$ cat src/rtl/fetch_queue_if.sv
// Fetch/decode handshake bundle for the instruction fetch queue.
// master drives fetch and decode inputs; slave is the queue itself.
interface fetch_queue_if #(
  parameter int DEPTH = 4
);
  localparam int CW = $clog2(DEPTH) + 1;

  logic          Flush_E;
  logic          Enq_Valid;
  logic          Enq_Ready;
  logic [31:0]   Instr_F;
  logic [31:0]   PC_F;
  logic [31:0]   PC_Plus_4_F;
  logic          Predict_Taken_F;
  logic          Valid_F;
  logic          Deq_Valid;
  logic          Deq_Ready;
  logic [31:0]   Instr_D;
  logic [31:0]   PC_D;
  logic [31:0]   PC_Plus_4_D;
  logic          Predict_Taken_D;
  logic          Valid_D;
  logic [CW-1:0] Count;

  modport master (
    output Flush_E, Enq_Valid, Instr_F, PC_F,
           PC_Plus_4_F, Predict_Taken_F, Valid_F,
           Deq_Ready,
    input  Enq_Ready, Deq_Valid, Instr_D, PC_D,
           PC_Plus_4_D, Predict_Taken_D, Valid_D,
           Count
  );

  modport slave (
    input  Flush_E, Enq_Valid, Instr_F, PC_F,
           PC_Plus_4_F, Predict_Taken_F, Valid_F,
           Deq_Ready,
    output Enq_Ready, Deq_Valid, Instr_D, PC_D,
           PC_Plus_4_D, Predict_Taken_D, Valid_D,
           Count
  );
endinterface

$ cat src/rtl/fetch_queue.sv
// Instruction fetch queue between fetch and decode.
// Circular buffer with separate occupancy count; flush empties in one cycle.
module fetch_queue #(
  parameter int DEPTH = 4
) (
  input  logic         CLK,
  input  logic         RST,
  fetch_queue_if.slave q
);
  localparam int AW = $clog2(DEPTH);
  localparam int CW = AW + 1;

  typedef struct packed {
    logic [31:0] instr;
    logic [31:0] pc;
    logic [31:0] pc4;
    logic        pt;
    logic        bv;
  } entry_t;

  entry_t        mem [DEPTH];
  logic [AW-1:0] wr_ptr;
  logic [AW-1:0] rd_ptr;
  logic [CW-1:0] count;
  logic          full;
  logic          empty;
  logic          enq;
  logic          deq;
  entry_t        head;

  assign full  = (count == CW'(DEPTH));
  assign empty = (count == '0);
  assign enq   = q.Enq_Valid && !full && !q.Flush_E;
  assign deq   = q.Deq_Ready && !empty && !q.Flush_E;

  always_ff @(posedge CLK) begin
    if (RST) begin
      wr_ptr <= '0;
      rd_ptr <= '0;
      count  <= '0;
    end else if (q.Flush_E) begin
      wr_ptr <= '0;
      rd_ptr <= '0;
      count  <= '0;
    end else begin
      if (enq) wr_ptr <= wr_ptr + 1'b1;
      if (deq) rd_ptr <= rd_ptr + 1'b1;
      case ({enq, deq})
        2'b10:   count <= count + 1'b1;
        2'b01:   count <= count - 1'b1;
        default: count <= count;
      endcase
    end
  end

  // Storage is left uncleared; only pointers and count define validity.
  always_ff @(posedge CLK) begin
    if (!RST && enq) begin
      mem[wr_ptr] <= '{
        instr: q.Instr_F,
        pc:    q.PC_F,
        pc4:   q.PC_Plus_4_F,
        pt:    q.Predict_Taken_F,
        bv:    q.Valid_F
      };
    end
  end

  assign head        = mem[rd_ptr];
  assign q.Enq_Ready = !full;
  assign q.Deq_Valid = !empty;
  assign q.Count     = count;

  always_comb begin
    q.Instr_D         = 32'h0000_0013;
    q.PC_D            = '0;
    q.PC_Plus_4_D     = '0;
    q.Predict_Taken_D = 1'b0;
    q.Valid_D         = 1'b0;
    if (!empty) begin
      q.Instr_D         = head.instr;
      q.PC_D            = head.pc;
      q.PC_Plus_4_D     = head.pc4;
      q.Predict_Taken_D = head.pt;
      q.Valid_D         = head.bv;
    end
  end
endmodule
$ cat src/flat_wrapper.sv
// flat-port wrapper written by rule: the top's interface ports become plain ports
module fetch_queue_flat 
#(
  parameter int DEPTH = 4
)
  (CLK, RST, q_Flush_E, q_Enq_Valid, q_Instr_F, q_PC_F, q_PC_Plus_4_F, q_Predict_Taken_F, q_Valid_F, q_Deq_Ready, q_Enq_Ready, q_Deq_Valid, q_Instr_D, q_PC_D, q_PC_Plus_4_D, q_Predict_Taken_D, q_Valid_D, q_Count);
  fetch_queue_if #(.DEPTH(DEPTH)) q_i ();
  input  logic CLK;
  input  logic RST;
  input wire logic [$bits(q_i.Flush_E)-1:0] q_Flush_E;
  input wire logic [$bits(q_i.Enq_Valid)-1:0] q_Enq_Valid;
  input wire logic [$bits(q_i.Instr_F)-1:0] q_Instr_F;
  input wire logic [$bits(q_i.PC_F)-1:0] q_PC_F;
  input wire logic [$bits(q_i.PC_Plus_4_F)-1:0] q_PC_Plus_4_F;
  input wire logic [$bits(q_i.Predict_Taken_F)-1:0] q_Predict_Taken_F;
  input wire logic [$bits(q_i.Valid_F)-1:0] q_Valid_F;
  input wire logic [$bits(q_i.Deq_Ready)-1:0] q_Deq_Ready;
  output wire logic [$bits(q_i.Enq_Ready)-1:0] q_Enq_Ready;
  output wire logic [$bits(q_i.Deq_Valid)-1:0] q_Deq_Valid;
  output wire logic [$bits(q_i.Instr_D)-1:0] q_Instr_D;
  output wire logic [$bits(q_i.PC_D)-1:0] q_PC_D;
  output wire logic [$bits(q_i.PC_Plus_4_D)-1:0] q_PC_Plus_4_D;
  output wire logic [$bits(q_i.Predict_Taken_D)-1:0] q_Predict_Taken_D;
  output wire logic [$bits(q_i.Valid_D)-1:0] q_Valid_D;
  output wire logic [$bits(q_i.Count)-1:0] q_Count;
  assign q_i.Flush_E = q_Flush_E;
  assign q_i.Enq_Valid = q_Enq_Valid;
  assign q_i.Instr_F = q_Instr_F;
  assign q_i.PC_F = q_PC_F;
  assign q_i.PC_Plus_4_F = q_PC_Plus_4_F;
  assign q_i.Predict_Taken_F = q_Predict_Taken_F;
  assign q_i.Valid_F = q_Valid_F;
  assign q_i.Deq_Ready = q_Deq_Ready;
  assign q_Enq_Ready = q_i.Enq_Ready;
  assign q_Deq_Valid = q_i.Deq_Valid;
  assign q_Instr_D = q_i.Instr_D;
  assign q_PC_D = q_i.PC_D;
  assign q_PC_Plus_4_D = q_i.PC_Plus_4_D;
  assign q_Predict_Taken_D = q_i.Predict_Taken_D;
  assign q_Valid_D = q_i.Valid_D;
  assign q_Count = q_i.Count;
  fetch_queue #(.DEPTH(DEPTH)) u_core (.CLK(CLK), .RST(RST), .q(q_i));
endmodule
$ cat config.mk
export PLATFORM = sky130hd
export DESIGN_NAME = fetch_queue_flat
export DESIGN_NICKNAME = d
export VERILOG_FILES = /design/src/rtl/fetch_queue_if.sv /design/src/rtl/fetch_queue.sv /design/src/flat_wrapper.sv
export SDC_FILE = /design/constraint.sdc
export NUM_CORES = 1
export LEC_CHECK = 0
export BUFFER_PORTS_ARGS = -buffer_cell sky130_fd_sc_hd__buf_2
export CAP_MARGIN = 40
export CORE_AREA = 3 3 220 136
export CTS_BUF_LIST = sky130_fd_sc_hd__clkbuf_8
export DETAILED_ROUTE_END_ITERATION = 7
export DIE_AREA = 0 0 223 139
export GPL_TIMING_DRIVEN = 0
export PLACE_DENSITY = 0.86
export SKIP_LAST_GASP = 1
export SYNTH_ARGS = -nofsm -noshare
export SYNTH_HDL_FRONTEND = slang
export SYNTH_SLANG_ARGS = --single-unit
$ cat constraint.sdc
create_clock -name CLK -period 18.92 [get_ports CLK]
set_clock_uncertainty 0.1 [all_clocks]
set_input_delay 1.892 -clock CLK [delete_from_list [all_inputs] [get_ports CLK]]
set_output_delay 1.892 -clock CLK [all_outputs]
set_load 0.02 [all_outputs]
==> out/results.md, run 1 <==
## Detailed routing
- 5 — First-pass DRT Iterations
- 0 — number of design rule violations left after detail routing
- 7652 — total number of vias
- 0 — number of nets with antenna violations after routing
- 470 — Starting DRT DRC Count
- 21.93 µm — WL per Instance
- 5.454 — average via count per standard cell
- 30770 µm — Total Wirelength

## Synthesis
- 0% — FFs w/ async S/R, synth
- 0 — Ys Warns
- 784 — synthesized netlist net count
- 25 — number of library cell types mapped by synthesis
- sky130_fd_sc_hd__edfxtp_1 77%, sky130_fd_sc_hd__mux4_2 14%, sky130_fd_sc_hd__and2_1 3.9% — top area cells in the synthesized netlist
- 77.15% — Yosys top cell area share
- sky130_fd_sc_hd__edfxtp_1 — cell accounting for the most synthesized area
- sky130_fd_sc_hd__edfxtp_1 — most used flip-flop cell after synthesis
- 22.61 µm² — average footprint of a synthesized cell
- 401 — number of synthesized register bits
- 392 — number of flops mapped to enable cells by yosys
- 78.33% — register area share after synthesis
- 0.01526 mm² — Post-Synthesis Cell Area
- sky130_fd_sc_hd__edfxtp_1 — most numerous cell in the Yosys netlist
- 392 x sky130_fd_sc_hd__edfxtp_1, 98 x sky130_fd_sc_hd__mux4_2, 95 x sky130_fd_sc_hd__and2_1 — most frequent cells after synthesis
- 675 — synthesized netlist cell count

## Global routing
- 7 — antenna violations before repair
- 0 — overall overflow remaining after global route
- 20.33% — GRT Total Usage
- 8310 — vias in the first global route
- 48330 µm — global-route wire length before repair
- 15 — largest net degree at the start of global routing

## Setup path
- 7 — number of cells traversed by the worst register-to-register path
- nor3_2 > inv_1 > clkbuf_1 > clkbuf_1 > and2_1 > buf_2 — ordered cell list for the critical path
- 2830 ps — endpoint arrival time on the critical path
- sky130_fd_sc_hd__clkbuf_1 — most used cell along the critical path
- sky130_fd_sc_hd__clkbuf_1 — Max stage delay cell, worst path
- 550 ps — delay of the slowest critical-path stage
- 10 — worst-path maximum fanout
- output pin — Critical Path End Type
- flop — critical path startpoint category
- u_core.q.Count[0] — RR Startpoint
- u_core.q.Count[0] — timing startpoint of the critical path
- 16930 ps — Worst Path Required
- flop to output pin — worst setup path class

## Power
- 351.2 µW — net switching power
- 59.0% — sequential fraction of design power
- 0.006430 µW — cell leakage power
- 0.07535 mV — VDD IR-drop max
- 37.1% — share of total power in the clock network
- 3.9% — portion of total power attributed to combinational logic
- 1670 µW — Power Total
- 1318 µW — internal portion of total power
- 21.03% — switching power share of the total
- 91.69 mW/mm² — power per cell area

## CTS
- 0 — hold buffers post-CTS
- 56 — number of buffers created by CTS
- sky130_fd_sc_hd__clkbuf_8 — root buffer selected by CTS
- 401 — CTS Sinks
- 0 — Post-CTS Setup Inserts
- 60 ps — Clk pin slew, worst setup/hold paths
- 2 — H-tree depth reported by CTS
- 3 — clock tree buffer depth
- 0 — quantity of gates resized following cts
- 580 ps — clk_lat worst skew
- yes — TritonCTS clock tree

## Floorplan
- 0.03100 mm² — area of the die
- 0.02829 mm² — area of the core region
- 53.94% — initial core utilization
- 223 µm — Die Span X
- 139 µm — Vert. Die Dim
- 48 — Site Rows
- 206 — top-level I/O count

## Timing
- 782.6 ps — slew of the pin with the lowest slew margin
- 0 — max-slew violations
- 0 ps — setup tns final
- 25.48% — part of the cycle the worst path needs
- no — RSZ-0062 raised after global routing
- 14100 ps — final worst setup slack
- 4821 ps — crit path time final
- 0 — final setup fails
- 0 — Hold Violations, Final
- 47.60% — worst slew slack as a fraction of its limit
- 207.4 MHz — Highest Clock Rate
- 413.9 ps — hold_ws

## Layout
- 19.34% — area delta synth->final
- 64.37% — core occupancy in the finished layout
- 1092 — net total in the final layout
- 1913 — filler cell count
- 43.43% — fraction of layout cells with a size suffix above 1
- 0.003126 mm² — multi-input combinational cell area
- 0.01195 mm² — FF/Latch Area

## Min path
- flop to flop — HP Class
- 2 — number of stages on the worst hold path
- u_core.rd_ptr[1] — worst hold start

## Place
- 14610 ps — pre-CTS setup slack
- 205 — Buffers on Ports
- 0.7173 — final weighted congestion of routability-driven global placement
- 21620 µm — DP HPWL

## Run
- 0 — # Max-Cap Violations

## Outcome
- finished clean — run status

state kept, by name, summed over array words and instances (netlist names), named ones only:
signal	cells
u_core.mem	392
u_core.wr_ptr	2
u_core.rd_ptr	2
u_core.q.Count	3
final timing paths:
| check | slack (ps) | endpoint |
|---|---|---|
| hold / removal | 410 | flop |
| hold reg to reg | 410 | flop |
| setup / recovery | 14100 | q_PC_D[8] |
| setup reg to reg | 16180 | u_core.mem[0][17] |
per-stage QoR:
stage          cell area (µm²)  cells
2_1_floorplan            15260    675
3_3_place_gp             16750   1255
3_5_place_dp             17180   1300
4_1_cts                  18210   1402
5_1_grt                  18210   1403
6_report                 18210   1403
layout by cell type, fill, tap and decap left out, types with 4 or more instances in the layout:
master,n
sky130_fd_sc_hd__nand2_1,5
sky130_fd_sc_hd__dfxtp_1,9
sky130_fd_sc_hd__ha_1,5
sky130_fd_sc_hd__buf_4,29
sky130_fd_sc_hd__clkbuf_8,57
sky130_fd_sc_hd__clkinv_1,8
sky130_fd_sc_hd__inv_1,25
sky130_fd_sc_hd__buf_6,16
sky130_fd_sc_hd__edfxtp_1,392
sky130_fd_sc_hd__clkbuf_1,18
sky130_fd_sc_hd__mux4_2,98
sky130_fd_sc_hd__and2_1,95
sky130_fd_sc_hd__buf_8,4
sky130_fd_sc_hd__nor3b_2,4
sky130_fd_sc_hd__nor2_1,7
sky130_fd_sc_hd__buf_2,216
sky130_fd_sc_hd__clkinv_2,14
area by class of cell:
class,instances,area share [%]
Clock inverter,45,1.354
Inverter,6,0.1237
Buffer,33,0.9826
Sequential cell,401,65.64
Antenna cell,1,0.01374
Multi-Input combinational cell,235,17.16
Clock buffer,57,4.308
Timing Repair Buffer,250,7.840
Tap cell,375,2.577
metal layers:
| layer | GRT usage [%] | part of all wire [%] | routed length [µm] |
|---|---|---|---|
| met1 | 27.43 | 41 | 12660 |
| met2 | 32.58 | 49 | 14930 |
| met3 | 6.643 | 8.0 | 2473 |
| met4 | 5.281 | 2.0 | 620 |
| met5 | 0 | 0.27 | 83 |
critical path, delay by kind of cell, from the launching register on:
kind	cells	cell delay (ps)
buf+inv	4	1450
flops	1	430
simple gates	2	360
power by group through the flow:
stage / sequential [µW] / clock (µW) / combinational (µW)
final: 985 / 619 / 65.2
after global routing: 985 / 685 / 71.2
after CTS: 985 / 638 / 66.1
after detailed placement: 1000 / 0 / 65.8
after global placement: 1010 / 0 / 60.4
after floorplan: 1010 / 0 / 30.1
kinds of logic after synthesis:
kind of cell,synth area share (%)
flops,78.33
buf+inv,1.320
simple gates,4.830
xor+xnor,0.1722
mux,14.60
fa+ha+maj,0.5412
compound gates,0.2132
(Power assumes the default switching activity.)
==> run 2, diff against run 1 <==
ABC_AREA = 1   (was default)
CORE_AREA = 3 3 224 138   (was 3 3 220 136)
DIE_AREA = 0 0 227 141   (was 0 0 223 139)
clock period = 4.7 ns   (was 18.92 ns; I/O delays follow)
==> run 2 against run 1 <==
Compared with the run above:
- global-route usage rose by 5.2 points
- critical endpoint is now q_PC_D[16]
- synthesized cell count increased by 96%
- sequential power grew to 4.0 times the previous value
- routed wire length grew 35%
==> out/results.md, run 2 <==
## Layout
- u_core.mem — register bank with the most flops
- 24.68% — area delta synth->final
- sky130_fd_sc_hd__nand2_1 — commonest non-fill, non-tap cell in the layout
- 392 — number of flip-flops in the largest register
- 68.80% — core occupancy in the finished layout
- 19.58% — fraction of layout cells with a size suffix above 1
- 404 x sky130_fd_sc_hd__nand2_1, 392 x sky130_fd_sc_hd__edfxtp_1, 245 x sky130_fd_sc_hd__buf_2 — top library cells by usage in the layout, fill and taps aside
- 1918 — filler cell count
- 1809 — net total in the final layout

## Place
- 25860 µm — DP HPWL
- 205 — Buffers on Ports
- 0.7728 — final weighted congestion of routability-driven global placement
- 1836 ps — pre-CTS setup slack

## CTS
- 610 ps — clk_lat worst skew
- 0 — quantity of gates resized following cts
- 2 — H-tree depth reported by CTS
- 70 ps — Clk pin slew, worst setup/hold paths
- 3 — clock tree buffer depth
- sky130_fd_sc_hd__clkbuf_8 — root buffer selected by CTS
- yes — TritonCTS clock tree
- 55 — number of buffers created by CTS
- 401 — CTS Sinks

## Detailed routing
- 20070 µm — met2 WL
- 19.55 µm — WL per Instance
- 41430 µm — Total Wirelength
- 3712 µm — met3 wire len
- 0 — number of nets with antenna violations after routing
- 1236 — Starting DRT DRC Count
- met4 — top routing layer in use
- 7 — First-pass DRT Iterations
- 5.461 — average via count per standard cell
- 0 — number of design rule violations left after detail routing
- 16530 µm — met1 WL
- 11570 — total number of vias

## Floorplan
- 55.18% — initial core utilization
- 48 — Site Rows
- 206 — top-level I/O count
- 0.02877 mm² — area of the core region
- 0.03201 mm² — area of the die
- 141 µm — Vert. Die Dim
- 227 µm — Die Span X

## Synthesis
- sky130_fd_sc_hd__edfxtp_1 — cell accounting for the most synthesized area
- 404 x sky130_fd_sc_hd__nand2_1, 392 x sky130_fd_sc_hd__edfxtp_1, 203 x sky130_fd_sc_hd__nor2_1 — most frequent cells after synthesis
- 75.29% — register area share after synthesis
- 12.01 µm² — average footprint of a synthesized cell
- 74.15% — Yosys top cell area share
- 1322 — synthesized netlist cell count
- 0 — Ys Warns
- 23 — number of library cell types mapped by synthesis
- sky130_fd_sc_hd__nand2_1 — most numerous cell in the Yosys netlist
- sky130_fd_sc_hd__edfxtp_1 — most used flip-flop cell after synthesis
- 0.01587 mm² — Post-Synthesis Cell Area
- 0% — FFs w/ async S/R, synth
- 392 — number of flops mapped to enable cells by yosys
- 1431 — synthesized netlist net count
- 401 — number of synthesized register bits
- sky130_fd_sc_hd__edfxtp_1 74%, sky130_fd_sc_hd__nand2_1 9.6%, sky130_fd_sc_hd__nor2_1 4.8% — top area cells in the synthesized netlist

## Setup path
- output pin — Critical Path End Type
- 1970 ps — register-to-register setup slack
- 10 — worst-path maximum fanout
- nor2_1 > nand2_2 > inv_2 > buf_2 > buf_2 > a21oi_1 > buf_2 — ordered cell list for the critical path
- 4130 ps — Worst Path Required
- sky130_fd_sc_hd__buf_2 — Max stage delay cell, worst path
- flop to output pin — worst setup path class
- flop — critical path startpoint category
- 2600 ps — endpoint arrival time on the critical path
- 360 ps — delay of the slowest critical-path stage
- sky130_fd_sc_hd__buf_2 — most used cell along the critical path

## Global routing
- 0 — overall overflow remaining after global route
- 25.50% — GRT Total Usage
- 2 — antenna violations before repair
- 29 — largest net degree at the start of global routing
- 11320 — vias in the first global route
- 62330 µm — global-route wire length before repair

## Timing
- 315.8 MHz — Highest Clock Rate
- 67.37% — part of the cycle the worst path needs
- 3166 ps — crit path time final
- 0 — max-slew violations
- 0 — Hold Violations, Final
- 54.21% — worst slew slack as a fraction of its limit
- no — RSZ-0062 raised after global routing
- 0 — final setup fails
- 1534 ps — final worst setup slack
- 685.2 ps — slew of the pin with the lowest slew margin

## Power
- 342.8 mW/mm² — power per cell area
- 0.007899 µW — cell leakage power
- 0.2970 mV — VDD IR-drop max

## Run
- 0 — # Max-Cap Violations

## Outcome
- finished clean — run status

## Min path
- input pin to flop — HP Class

## run 2: metal layers
| metal | up-vias | track usage [%] |
|---|---|---|
| li1 | 5310 | - |
| met1 | 5531 | 34.60 |
| met4 | 0 | 8.971 |
| met5 | - | 0 |
| met2 | 633 | 41.73 |
| met3 | 98 | 4.995 |
## run 2: logic make-up after synthesis
kind of cell    share of synthesized area (%)
buf+inv                                 3.058
simple gates                            14.64
flops                                   75.29
fa+ha+maj                              0.5202
compound gates                          6.495
## run 2: worst paths after layout
kind	startpoint	to	cells past startpoint
worst max-delay path	u_core.q.Count[1]	q_PC_D[16]	7
worst min-delay path	RST	u_core.q.Count[1]	4
worst max register to register	u_core.q.Count[1]	u_core.mem[3][77]	8
worst min register to register	u_core.wr_ptr[0]	u_core.wr_ptr[0]	2
## run 2: repair_timing
item,in CTS,in global routing
setup buffers,0,0
endpoints found under the hold margin,392,0
hold buffers,98,0
## run 2: stage by stage
step / total power (µW) / hold WS (ps) / setup TNS, ps / instance area, µm² / std cells
2_1_floorplan: 4208 / 370.3 / -498640 / 15870 / 1322
3_3_place_gp: 4365 / 390.2 / -1628860 / 17370 / 1902
3_5_place_dp: 4387 / 409.7 / 0 / 17850 / 1920
4_1_cts: 6805 / 90.68 / 0 / 19790 / 2117
5_1_grt: 7006 / 157.5 / 0 / 19790 / 2119
6_report: 6785 / 163.4 / 0 / 19790 / 2119
## run 2: final cells by class
| cell class | count | area (µm²) | share of cell area, % |
|---|---|---|---|
| Tap cell | 375 | 469.2 | 2.371 |
| Inverter | 20 | 77.57 | 0.3920 |
| Clock buffer | 58 | 798.3 | 4.033 |
| Sequential cell | 401 | 11950 | 60.39 |
| Antenna cell | 2 | 5.005 | 0.02529 |
| Clock inverter | 41 | 157.7 | 0.7966 |
| Timing Repair Buffer | 321 | 2457 | 12.42 |
| Multi-Input combinational cell | 827 | 3467 | 17.52 |
| Buffer | 74 | 407.9 | 2.061 |
## run 2: worst max-delay path, delay by kind of cell (launching register included)
| family | cells | cell delay (ps) |
|---|---|---|
| AOI/OAI and AO/OA | 1 | 120 |
| buffers and inverters | 4 | 1110 |
| DFF | 1 | 350 |
| and+or+nand+nor | 2 | 390 |
## run 2: power breakdown
part | total, µW | leakage, µW | internal, µW | switching (µW)
combinational | 419 | 0.00372 | 160 | 258
sequential | 3970 | 0.00361 | 3960 | 9.22
clock | 2400 | 0.000567 | 1130 | 1270
total | 6780 | 0.00790 | 5250 | 1540
==> run 3, diff against run 2 <==
CORE_AREA = 3 3 226 139   (was 3 3 224 138)
DIE_AREA = 0 0 229 142   (was 0 0 227 141)
PLACE_DENSITY = 0.88   (was 0.86)
clock period = 2.6 ns   (was 4.7 ns; I/O delays follow)
==> run 3 against run 2 <==
Compared with the run above:
- power increased by 85%
- clock-buffer cell count down 1
- setup slack got worse by 1500 ps
- core utilization hardly changed
- combinational power rose by 95%
- final area rose by 3.2%
- critical path depth increased by 3
- non-clock buffer count increased by 10
- global-route usage about the same
==> out/results.md, run 3 (synthesis results as in run 2) <==
## Floorplan
- 0.03252 mm² — area of the die
- 206 — top-level I/O count
- 0.02967 mm² — area of the core region
- 53.50% — initial core utilization
- 142 µm — Vert. Die Dim
- 49 — Site Rows
- 229 µm — Die Span X

## Timing
- yes — RSZ-0062 raised after global routing
- 0 — Hold Violations, Final
- 97.69% — part of the cycle the worst path needs
- 710.7 ps — slew of the pin with the lowest slew margin
- 393.7 MHz — Highest Clock Rate
- 59.98 ps — final worst setup slack
- 52.50% — worst slew slack as a fraction of its limit
- 2540 ps — crit path time final
- 0 — max-slew violations
- 0 — final setup fails
- 83.73 ps — hold_ws

## Setup path
- flop to output pin — worst setup path class
- 2240 ps — Worst Path Required
- 240 ps — register-to-register setup slack
- 8 — worst-path maximum fanout
- output pin — Critical Path End Type
- u_core.q.Count[0] — RR Startpoint
- flop — critical path startpoint category
- 2180 ps — endpoint arrival time on the critical path

## Detailed routing
- 43080 µm — Total Wirelength
- 5.407 — average via count per standard cell
- 6 — First-pass DRT Iterations
- 11700 — total number of vias
- 19.91 µm — WL per Instance
- 0 — number of design rule violations left after detail routing
- 0 — number of nets with antenna violations after routing
- 1241 — Starting DRT DRC Count

## Layout
- 0.02043 mm² — Final Instance Area
- sky130_fd_sc_hd__nand2_1 — commonest non-fill, non-tap cell in the layout
- 392 — number of flip-flops in the largest register
- 402 x sky130_fd_sc_hd__nand2_1, 392 x sky130_fd_sc_hd__edfxtp_1, 197 x sky130_fd_sc_hd__nor2_1 — top library cells by usage in the layout, fill and taps aside
- 28.68% — area delta synth->final
- u_core.mem — register bank with the most flops
- 68.84% — core occupancy in the finished layout
- 0 — final antenna diode count
- 1821 — net total in the final layout
- 23.80% — fraction of layout cells with a size suffix above 1

## Power
- 0.6256 mV — VDD IR-drop max
- 615.7 mW/mm² — power per cell area
- 0.008074 µW — cell leakage power
- 12580 µW — Power Total

## Global routing
- 1 — antenna violations before repair
- 25.54% — GRT Total Usage
- 29 — largest net degree at the start of global routing
- 0 — overall overflow remaining after global route
- 64270 µm — global-route wire length before repair
- 11550 — vias in the first global route

## CTS
- 401 — CTS Sinks
- yes — TritonCTS clock tree
- 610 ps — clk_lat worst skew
- 3 — clock tree buffer depth
- 2 — H-tree depth reported by CTS
- 60 ps — Clk pin slew, worst setup/hold paths
- sky130_fd_sc_hd__clkbuf_8 — root buffer selected by CTS
- 57 — number of buffers created by CTS

## Run
- 0 — # Max-Cap Violations

## Outcome
- finished clean — run status

## Place
- 25110 µm — DP HPWL
- 0.7885 — final weighted congestion of routability-driven global placement
- 0.01783 mm² — post-detailed-placement cell area
- 82.83 ps — pre-CTS setup slack
- 205 — Buffers on Ports

## Min path
- q_Deq_Ready — worst hold start
- input pin to flop — HP Class

==> run 3: cell types whose count changed in the layout (fill, tap and decap cells not counted), moves of 6 or more <==
cell                            delta
sky130_fd_sc_hd__buf_4            +44
sky130_fd_sc_hd__o21ai_0           -9
sky130_fd_sc_hd__clkbuf_1         -22
sky130_fd_sc_hd__buf_2            -54
sky130_fd_sc_hd__buf_6            +10
sky130_fd_sc_hd__o21ai_1           +9
sky130_fd_sc_hd__dlygate4sd3_1     +6
sky130_fd_sc_hd__buf_12           +10
sky130_fd_sc_hd__clkbuf_4          +7
sky130_fd_sc_hd__a21oi_2          +25
sky130_fd_sc_hd__clkbuf_2         +16
sky130_fd_sc_hd__buf_16            -7
sky130_fd_sc_hd__a21oi_1          -28
sky130_fd_sc_hd__inv_1             -8
==> run 3: power breakdown <==
group,switching (µW),internal (µW),leakage (µW)
logic,488,326,0.00389
registers,17.9,7150,0.00362
clock network,2430,2160,0.000563
total,2940,9640,0.00807
==> run 3: critical path, cell delays in order (launching register included) <==
cell and delay (ps):
sky130_fd_sc_hd__dfxtp_2 330, sky130_fd_sc_hd__buf_12 150, sky130_fd_sc_hd__clkinv_8 90, sky130_fd_sc_hd__buf_12 130, sky130_fd_sc_hd__buf_12 140, sky130_fd_sc_hd__clkbuf_16 140
sky130_fd_sc_hd__nand2_1 50, sky130_fd_sc_hd__nand2_1 50, sky130_fd_sc_hd__nand2_1 80, sky130_fd_sc_hd__a21oi_1 200, sky130_fd_sc_hd__buf_2 200
==> run 3: final timing paths <==
check | cells past startpoint | end
min | 7 | flop
min reg2reg | 4 | flop
max | 10 | q_PC_D[21]
max reg2reg | 7 | u_core.mem[3][49]
==> run 3: metrics by stage <==
| step | TNS, ps | std cells |
|---|---|---|
| after CTS | -72.40 | 2159 |
| after detailed placement | 0 | 1951 |
| after global placement | -554820 | 1935 |
| final | 0 | 2164 |
| after floorplan | -118650 | 1322 |
| after global routing | -235.2 | 2164 |
==> run 3: area by class of cell <==
cell class	count	area, µm²
Buffer	74	605.6
Clock buffer	57	784.5
Clock inverter	46	236.5
Fill cell	1947	9246
Inverter	20	90.09
Multi-Input combinational cell	827	3632
Sequential cell	401	11970
Tap cell	408	510.5
Timing Repair Buffer	331	2603
==> run 3: metal layers <==
layer / vias to the layer above / part of all wire [%] / GRT usage [%]
met5: - / 0.021 / 0
met4: 2 / 1.7 / 7.385
met3: 74 / 8.9 / 4.880
met2: 666 / 50 / 43.02
met1: 5633 / 40 / 34.58
li1: 5326 / - / -
==> run 3: what timing repair did <==
item	CTS	global route
setup endpoints to repair	96	79
pin swaps	3	12
hold buffers	104	0
resized for setup	93	77
cloned	0	3
endpoints found under the hold margin	401	0
buffers inserted	1	2
